[config.mk]
export PLATFORM = sky130hd
export DESIGN_NAME = fetch_sequencer
export DESIGN_NICKNAME = d
export VERILOG_FILES = /design/src/rtl/fetch_sequencer.sv
export SDC_FILE = /design/constraint.sdc
export NUM_CORES = 1
export LEC_CHECK = 0
export ABC_CLOCK_PERIOD_IN_PS = 2050
export BUFFER_PORTS_ARGS = -buffer_cell sky130_fd_sc_hd__buf_2
export CAP_MARGIN = 20
export CELL_PAD_IN_SITES_DETAIL_PLACEMENT = 0
export CELL_PAD_IN_SITES_GLOBAL_PLACEMENT = 1
export CORE_UTILIZATION = 32
export DETAILED_ROUTE_END_ITERATION = 16
export MAX_ROUTING_LAYER = met4
export PLACE_DENSITY_LB_ADDON = 0.1
export SLEW_MARGIN = 20
export SYNTH_ARGS = -nofsm -noshare
export SYNTH_HDL_FRONTEND = slang
export SYNTH_SLANG_ARGS = --single-unit
[constraint.sdc]
create_clock -name clk -period 2.05 [get_ports clk]
set_input_delay 0.41 -clock clk [delete_from_list [all_inputs] [get_ports clk]]
set_output_delay 0.41 -clock clk [all_outputs]
set_load 0.02 [all_outputs]
[src/rtl/fetch_sequencer.sv]
// Instruction fetch sequencer: owns the PC, latches instruction words
// from 1-cycle block RAM and sequences FETCH/LATCH/EXEC/MEM.
module fetch_sequencer #(
  parameter int              ADDR_W   = 10,
  parameter logic [ADDR_W-1:0] RESET_PC = '0
) (
  input  logic              clk,
  input  logic              reset,
  input  logic              run,
  input  logic [15:0]       mem_rdata,
  input  logic [1:0]        instr_type,
  input  logic [15:0]       jump_target,
  input  logic              flag_z,
  input  logic              flag_n,
  output logic [ADDR_W-1:0] mem_addr,
  output logic              mem_en,
  output logic [15:0]       instr_out,
  output logic              instr_valid,
  output logic              mem_phase,
  output logic [ADDR_W-1:0] pc_out
);

  localparam logic [3:0] S_FETCH = 4'b0001;
  localparam logic [3:0] S_LATCH = 4'b0010;
  localparam logic [3:0] S_EXEC  = 4'b0100;
  localparam logic [3:0] S_MEM   = 4'b1000;

  localparam logic [1:0] T_STORE = 2'b01;
  localparam logic [1:0] T_LOAD  = 2'b10;
  localparam logic [1:0] T_JMP   = 2'b11;

  localparam logic [3:0] OP_JUMP   = 4'b0100;
  localparam logic [3:0] OP_BRANCH = 4'b1100;

  logic [3:0]        state_q;
  logic [3:0]        state_d;
  logic [ADDR_W-1:0] pc_q;
  logic [ADDR_W-1:0] pc_d;
  logic [ADDR_W-1:0] pc_seq;
  logic [ADDR_W-1:0] pc_rel;
  logic [15:0]       ir_q;
  logic              is_fetch;
  logic              is_latch;
  logic              is_exec;
  logic              is_mem;
  logic              is_ldst;
  logic              taken;
  logic              pc_upd;
  logic              unused_jt;

  assign unused_jt = ^jump_target[15:ADDR_W];

  // State register
  always_ff @(posedge clk) begin
    if (reset) state_q <= S_FETCH;
    else       state_q <= state_d;
  end

  assign is_ldst = (instr_type == T_LOAD) ||
                   (instr_type == T_STORE);

  // Next-state logic; any non-one-hot value falls back to FETCH
  always_comb begin
    state_d = S_FETCH;
    case (state_q)
      S_FETCH: state_d = run ? S_LATCH : S_FETCH;
      S_LATCH: state_d = S_EXEC;
      S_EXEC:  state_d = is_ldst ? S_MEM : S_FETCH;
      S_MEM:   state_d = S_FETCH;
      default: state_d = S_FETCH;
    endcase
  end

  // Output decode; reset masks strobes so an aborted EXEC never pulses
  always_comb begin
    is_fetch = 1'b0;
    is_latch = 1'b0;
    is_exec  = 1'b0;
    is_mem   = 1'b0;
    case (state_q)
      S_FETCH: is_fetch = 1'b1;
      S_LATCH: is_latch = 1'b1;
      S_EXEC:  is_exec  = 1'b1;
      S_MEM:   is_mem   = 1'b1;
      default: is_fetch = 1'b0;
    endcase
  end

  assign mem_en      = is_fetch & run & ~reset;
  assign instr_valid = is_exec & ~reset;
  assign mem_phase   = is_mem & ~reset;

  // Branch condition from the latched instruction
  always_comb begin
    taken = 1'b0;
    case (ir_q[7:4])
      4'b0000: taken = flag_z;
      4'b0001: taken = ~flag_z;
      4'b0110: taken = ~flag_z & ~flag_n;
      4'b0111: taken = flag_z | flag_n;
      4'b1110: taken = 1'b1;
      default: taken = 1'b0;
    endcase
  end

  assign pc_seq = pc_q + ADDR_W'(1);
  assign pc_rel = pc_q +
    {{(ADDR_W-8){ir_q[7]}}, ir_q[7:0]};

  always_comb begin
    pc_d = pc_seq;
    if (is_exec && instr_type == T_JMP && taken) begin
      if (ir_q[15:12] == OP_JUMP)
        pc_d = jump_target[ADDR_W-1:0];
      else if (ir_q[15:12] == OP_BRANCH)
        pc_d = pc_rel;
    end
  end

  assign pc_upd = (is_exec & ~is_ldst) | is_mem;

  always_ff @(posedge clk) begin
    if (reset)       pc_q <= RESET_PC;
    else if (pc_upd) pc_q <= pc_d;
  end

  always_ff @(posedge clk) begin
    if (reset)         ir_q <= 16'h0000;
    else if (is_latch) ir_q <= mem_rdata;
  end

  assign mem_addr  = pc_q;
  assign pc_out    = pc_q;
  assign instr_out = ir_q;

endmodule

==> Word level (Yosys, flattened, before mapping) <==
Cells that the tools add are included.
{ "word_totals": {"output_inout_bits": 39, "elab_cells": 45, "ff_bits": 30, "inputBits": 39} }
{ "op_classes": {"n_mux": 11, "n_bitwise": 12, "addsub": 2, "n_reduce_logical": 4, "n_eq_ne": 13} }
{ "op_table": {"columns": ["op", "count"], "rows": [
  ["2-to-1 mux 10 bit", 3],
  ["equality test 4 x 3 -> 1 bit, second input constant", 4],
  ["equality test 4 bit, second input constant", 3],
  ["case mux 4 bit (3 select lines)", 1],
  ["adder 10 x 1 -> 10 bit, second input constant", 1],
  ["adder 10 bit", 1],
  ["equality test 4 x 1 -> 1 bit, second input constant", 2],
  ["bitwise AND 1 bit", 6],
  ["case mux 1 bit (5 select lines)", 1],
  ["equality test 2 bit, second input constant", 2],
  ["equality test 4 x 2 -> 1 bit, second input constant", 1],
  ["logical NOT 4 bit", 1],
  ["2-to-1 mux 1 bit", 4],
  ["2-to-1 mux 4 bit", 1],
  ["inverter 1 bit", 4],
  ["equality test 2 x 1 -> 1 bit, second input constant", 1],
  ["logical AND 1 bit", 2],
  ["2-to-1 mux 2 bit", 1],
  ["bitwise OR 1 bit", 2],
  ["logical OR 1 bit", 1]
]} }

==> Logic depth before layout (Yosys ltp) <==
{ "depth": {"ltp_word": 5, "ltp_mapped": 8} }

==> Worst setup path before layout <==
OpenSTA, ideal clock, no wires.
{ "synth_timing": {"kind": "register -> register", "from": "reg pc_q[0], in the netlist mem_addr[0]", "to": "reg pc_q[8], in the netlist mem_addr[8]", "arrival_time_ns": 2.126, "setup_slack_ns": -0.208, "synth_period_minus_slack_ns": 2.258, "path_stages_with_launch": 9, "path_cell_list": "dfxtp_1 -> ha_1 -> fa_1 -> a211oi_1 -> o211ai_1 -> a31oi_1 -> mux2i_1 -> o31ai_1 -> a21oi_1"} }
{ "synth_via": {"elab_chain_cells": 4} }
{ "synth_rtl": {"columns": ["item", "line", "source"], "rows": [
  ["from (decl)", "37", "logic [ADDR_W-1:0] pc_q;"],
  ["from (signal assigned)", "124", "else if (pc_upd) pc_q <= pc_d;"],
  ["adder 10 x 1 -> 10 bit / adder 10 bit (equally long branches)", "106, 107", null],
  ["2-to-1 mux 10 bit", "115", "else if (ir_q[15:12] == OP_BRANCH)"],
  ["2-to-1 mux 10 bit", "113", "if (ir_q[15:12] == OP_JUMP)"],
  ["2-to-1 mux 10 bit (*)", "112", "if (is_exec && instr_type == T_JMP && taken) begin"]
]} }
Mark *: on every way between the ends. The rest lies on a longest branch, timed or not.
A chain may end at the register's enable or synchronous reset.

==> Worst setup path in the final report <==
{ "layout_timing": {"from": "reg pc_q[0], in the netlist mem_addr[0]", "to": "reg pc_q[9], in the netlist mem_addr[9]"} }
The elaborated chain is that of the path after synthesis.

==> flow_summary.json <==
{
  "status": "finished, violations left",
  "failed_checks": "setup timing",
  "ctsRootBufferMaster": "clkbuf_8",
  "drv_cap": 0,
  "grt-ovfl-total": 0,
  "multi_input_area_sq_um": 1530,
  "numPortBuffers": 71,
  "timing.fmax_ghz": 0.487,
  "cts.path.max_buffers": 2,
  "insertion_delay_ns": 0.28,
  "dp_hpwl_microns": 5160,
  "worstPathArrival_ns": 2.27,
  "synth_edf_count": 0,
  "layout_commonest_cell": "buf_2",
  "place.gp.congestion": 0.813,
  "dr.pass1.iters": 6,
  "finalWorstSetupSlack_ns": -0.00506,
  "start_util_pct": 33.8,
  "worst_setup_path_end_kind": "flop",
  "syn_area_sq_um": 2180,
  "syn_avg_cell_area_sq_um": 7.91,
  "final_area_sq_um": 3060,
  "syn_to_final_growth_pct": 39.9,
  "path_class": "flop to flop",
  "gr-usage-all-layers_pct": 19.9,
  "whs_ns": 0.353,
  "rr_worst_depth": 7,
  "fillers": 685,
  "grt_max_degree": 20,
  "post_drt_wl_per_cell_microns": 14.4,
  "synth-seq-cells": 30,
  "use_met1_pct": 26.2,
  "power.share.combinational_pct": 13.6,
  "syn_inst": 276,
  "cts_sinks": 30,
  "ir_drop_uv": 310,
  "path_clk_slew_ns": 0.07,
  "ys_types": 60,
  "drive_gt1_share_pct": 41.1,
  "post_drt_via_cell_ratio": 5.21,
  "vias": 2390,
  "fin_skew_ns": 0.00567,
  "fin_crit_ns": 2.06,
  "leakage_uw": 0.00137,
  "cp.required_ns": 2.26,
  "whs_path_depth": 3,
  "async_reset_ff_share_pct": 0,
  "routed_wl_microns": 6610,
  "postSynth.topFlopCell": "dfxtp_1",
  "synth_area_leaders": "dfxtp_1 28%, nand2_1 9.1%, a21oi_1 7.1%",
  "use_met3_pct": 4.03,
  "rows": 29,
  "dieArea_sq_um": 7160,
  "cts_buffers": 5,
  "power_frac_clock_pct": 39.6,
  "layout_common_cells": "71 x buf_2, 53 x nand2_1, 47 x buf_4",
  "p_seq_share_pct": 46.9,
  "synth_nets": 327,
  "ff_latch_area_sq_um": 609,
  "antenna_found_initial": 0,
  "grt_pass1_vias": 2228,
  "diodes": 0,
  "hold_viol": 0,
  "yosysTopAreaCell": "dfxtp_1",
  "htree_levels": 2,
  "drcViolationCount": 0,
  "internal-power_uw": 945,
  "grt_use_met2_pct": 31.4,
  "p_per_area_nw_per_um2": 425,
  "slew_headroom_pct": 74.3,
  "slew_violations": 0,
  "fp.dieW_microns": 84.6,
  "switchingPower_uw": 354,
  "synth.top_cell.area_share_pct": 27.5,
  "placed_area_sq_um": 2840,
  "critPathMaxFanout": 7,
  "ys_warn_count": 0,
  "final_nets": 432,
  "seq_area_frac_synth_pct": 27.5,
  "startpoint_type": "flop",
  "grt_pass1_wl_microns": 10900,
  "drt-initial-drc-count": 85,
  "cts_hold_buf": 0,
  "cts_tree": "yes",
  "pin_count": 78,
  "fin_crit_sh_pct": 100,
  "hold_class": "input pin to flop",
  "max_slew.worst_pin.slew_ns": 0.386,
  "die_y_microns": 84.6,
  "detail-route-antenna-nets": 0,
  "power.share.switching_pct": 27.2,
  "fp.coreArea_sq_um": 6460,
  "rsz0062_at_grt": "yes",
  "setup_viol": 1,
  "busiest_layer": "met2"
}
## metrics by stage
step / TNS, ns / setup slack [ns] / utilization [%] / total power, uW / std cells
6_report: -0.00506 / -0.00506 / 47.3 / 1300 / 459
5_1_grt: -0.271 / -0.0826 / 47.3 / 1360 / 459
4_1_cts: -0.0318 / -0.0131 / 46.6 / 1320 / 457
3_5_place_dp: -0.557 / -0.149 / 43.9 / 796 / 446
3_3_place_gp: -0.445 / -0.108 / 43.9 / 795 / 446
2_1_floorplan: 0 / 0.000264 / - / 714 / 276
## synth_stat cells, types with 4 or more instances
cell and instances:
mux2i_1 5, nor2b_1 6, nor4_1 5, clkbuf_1 7, o21ai_0 15, dfxtp_1 30, nor4b_1 5, ha_1 11
nand3_1 4, a31oi_1 6, nand2_1 53, nor2_1 11, inv_1 4, a21oi_1 31, a211oi_1 4, nor3_1 4
buf_4 12
## layer usage
metal	part of all wire, %	vias up	routed length, microns
met5	0	-	0
met4	0.86	0	57
met3	3.8	5	253
met2	47	65	3130
met1	48	1099	3180
li1	-	1221	-
## worst max-delay path: stages (launching register included)
cell and delay (ns):
dfxtp_2 0.35, buf_4 0.14, nand2_1 0.09, or4_4 0.51, xor2_1 0.17, a2111oi_2 0.36
nand4_1 0.20, a31oi_1 0.18
## sequential cells by signal, summed over array words and instances, names as in the netlist
name and cells:
instr_out 16, mem_addr 10, state_q 4
## worst paths after layout
check | from | endpoint | slack, ns
min | mem_rdata[4] | instr_out[4] | 0.35
min reg2reg | instr_out[11] | instr_out[11] | 0.46
max | mem_addr[0] | mem_addr[9] | -0.005
max reg2reg | mem_addr[0] | mem_addr[9] | -0.005
## kinds of logic after synthesis
kind of cell | count (synthesis) | synth area share (%)
multiplexers | 5 | 2.29
flip-flops | 30 | 27.5
adder cells (fa/ha/maj) | 12 | 7.22
AO/OA/AOI/OAI | 83 | 24.7
XOR/XNOR | 5 | 2.01
buffers and inverters | 24 | 6.65
AND/OR/NAND/NOR | 117 | 29.6
## power by group through the flow
stage                     Combinational [uW]  Sequential (uW)  Clock [uW]
after global placement                   173              622           0
final                                    176              608         514
after detailed placement                 174              622           0
after global routing                     196              610         557
after floorplan                         80.8              633           0
after CTS                                176              609         536
## cell type report
cell class | instances | share of cell area [%]
repair buffers | 118 | 23.2
well taps | 77 | 3.15
clock buffers | 6 | 2.70
flip-flops and latches | 30 | 19.9
inverters | 4 | 0.491
multi-input cells | 222 | 50.1
clock inverters | 2 | 0.410
## what timing repair did
item	CTS	global route
buffers inserted	3	2
endpoints found under the setup margin	6	10
gates resized for setup	9	7
pin swaps	16	5
(Power assumes the default switching activity.)
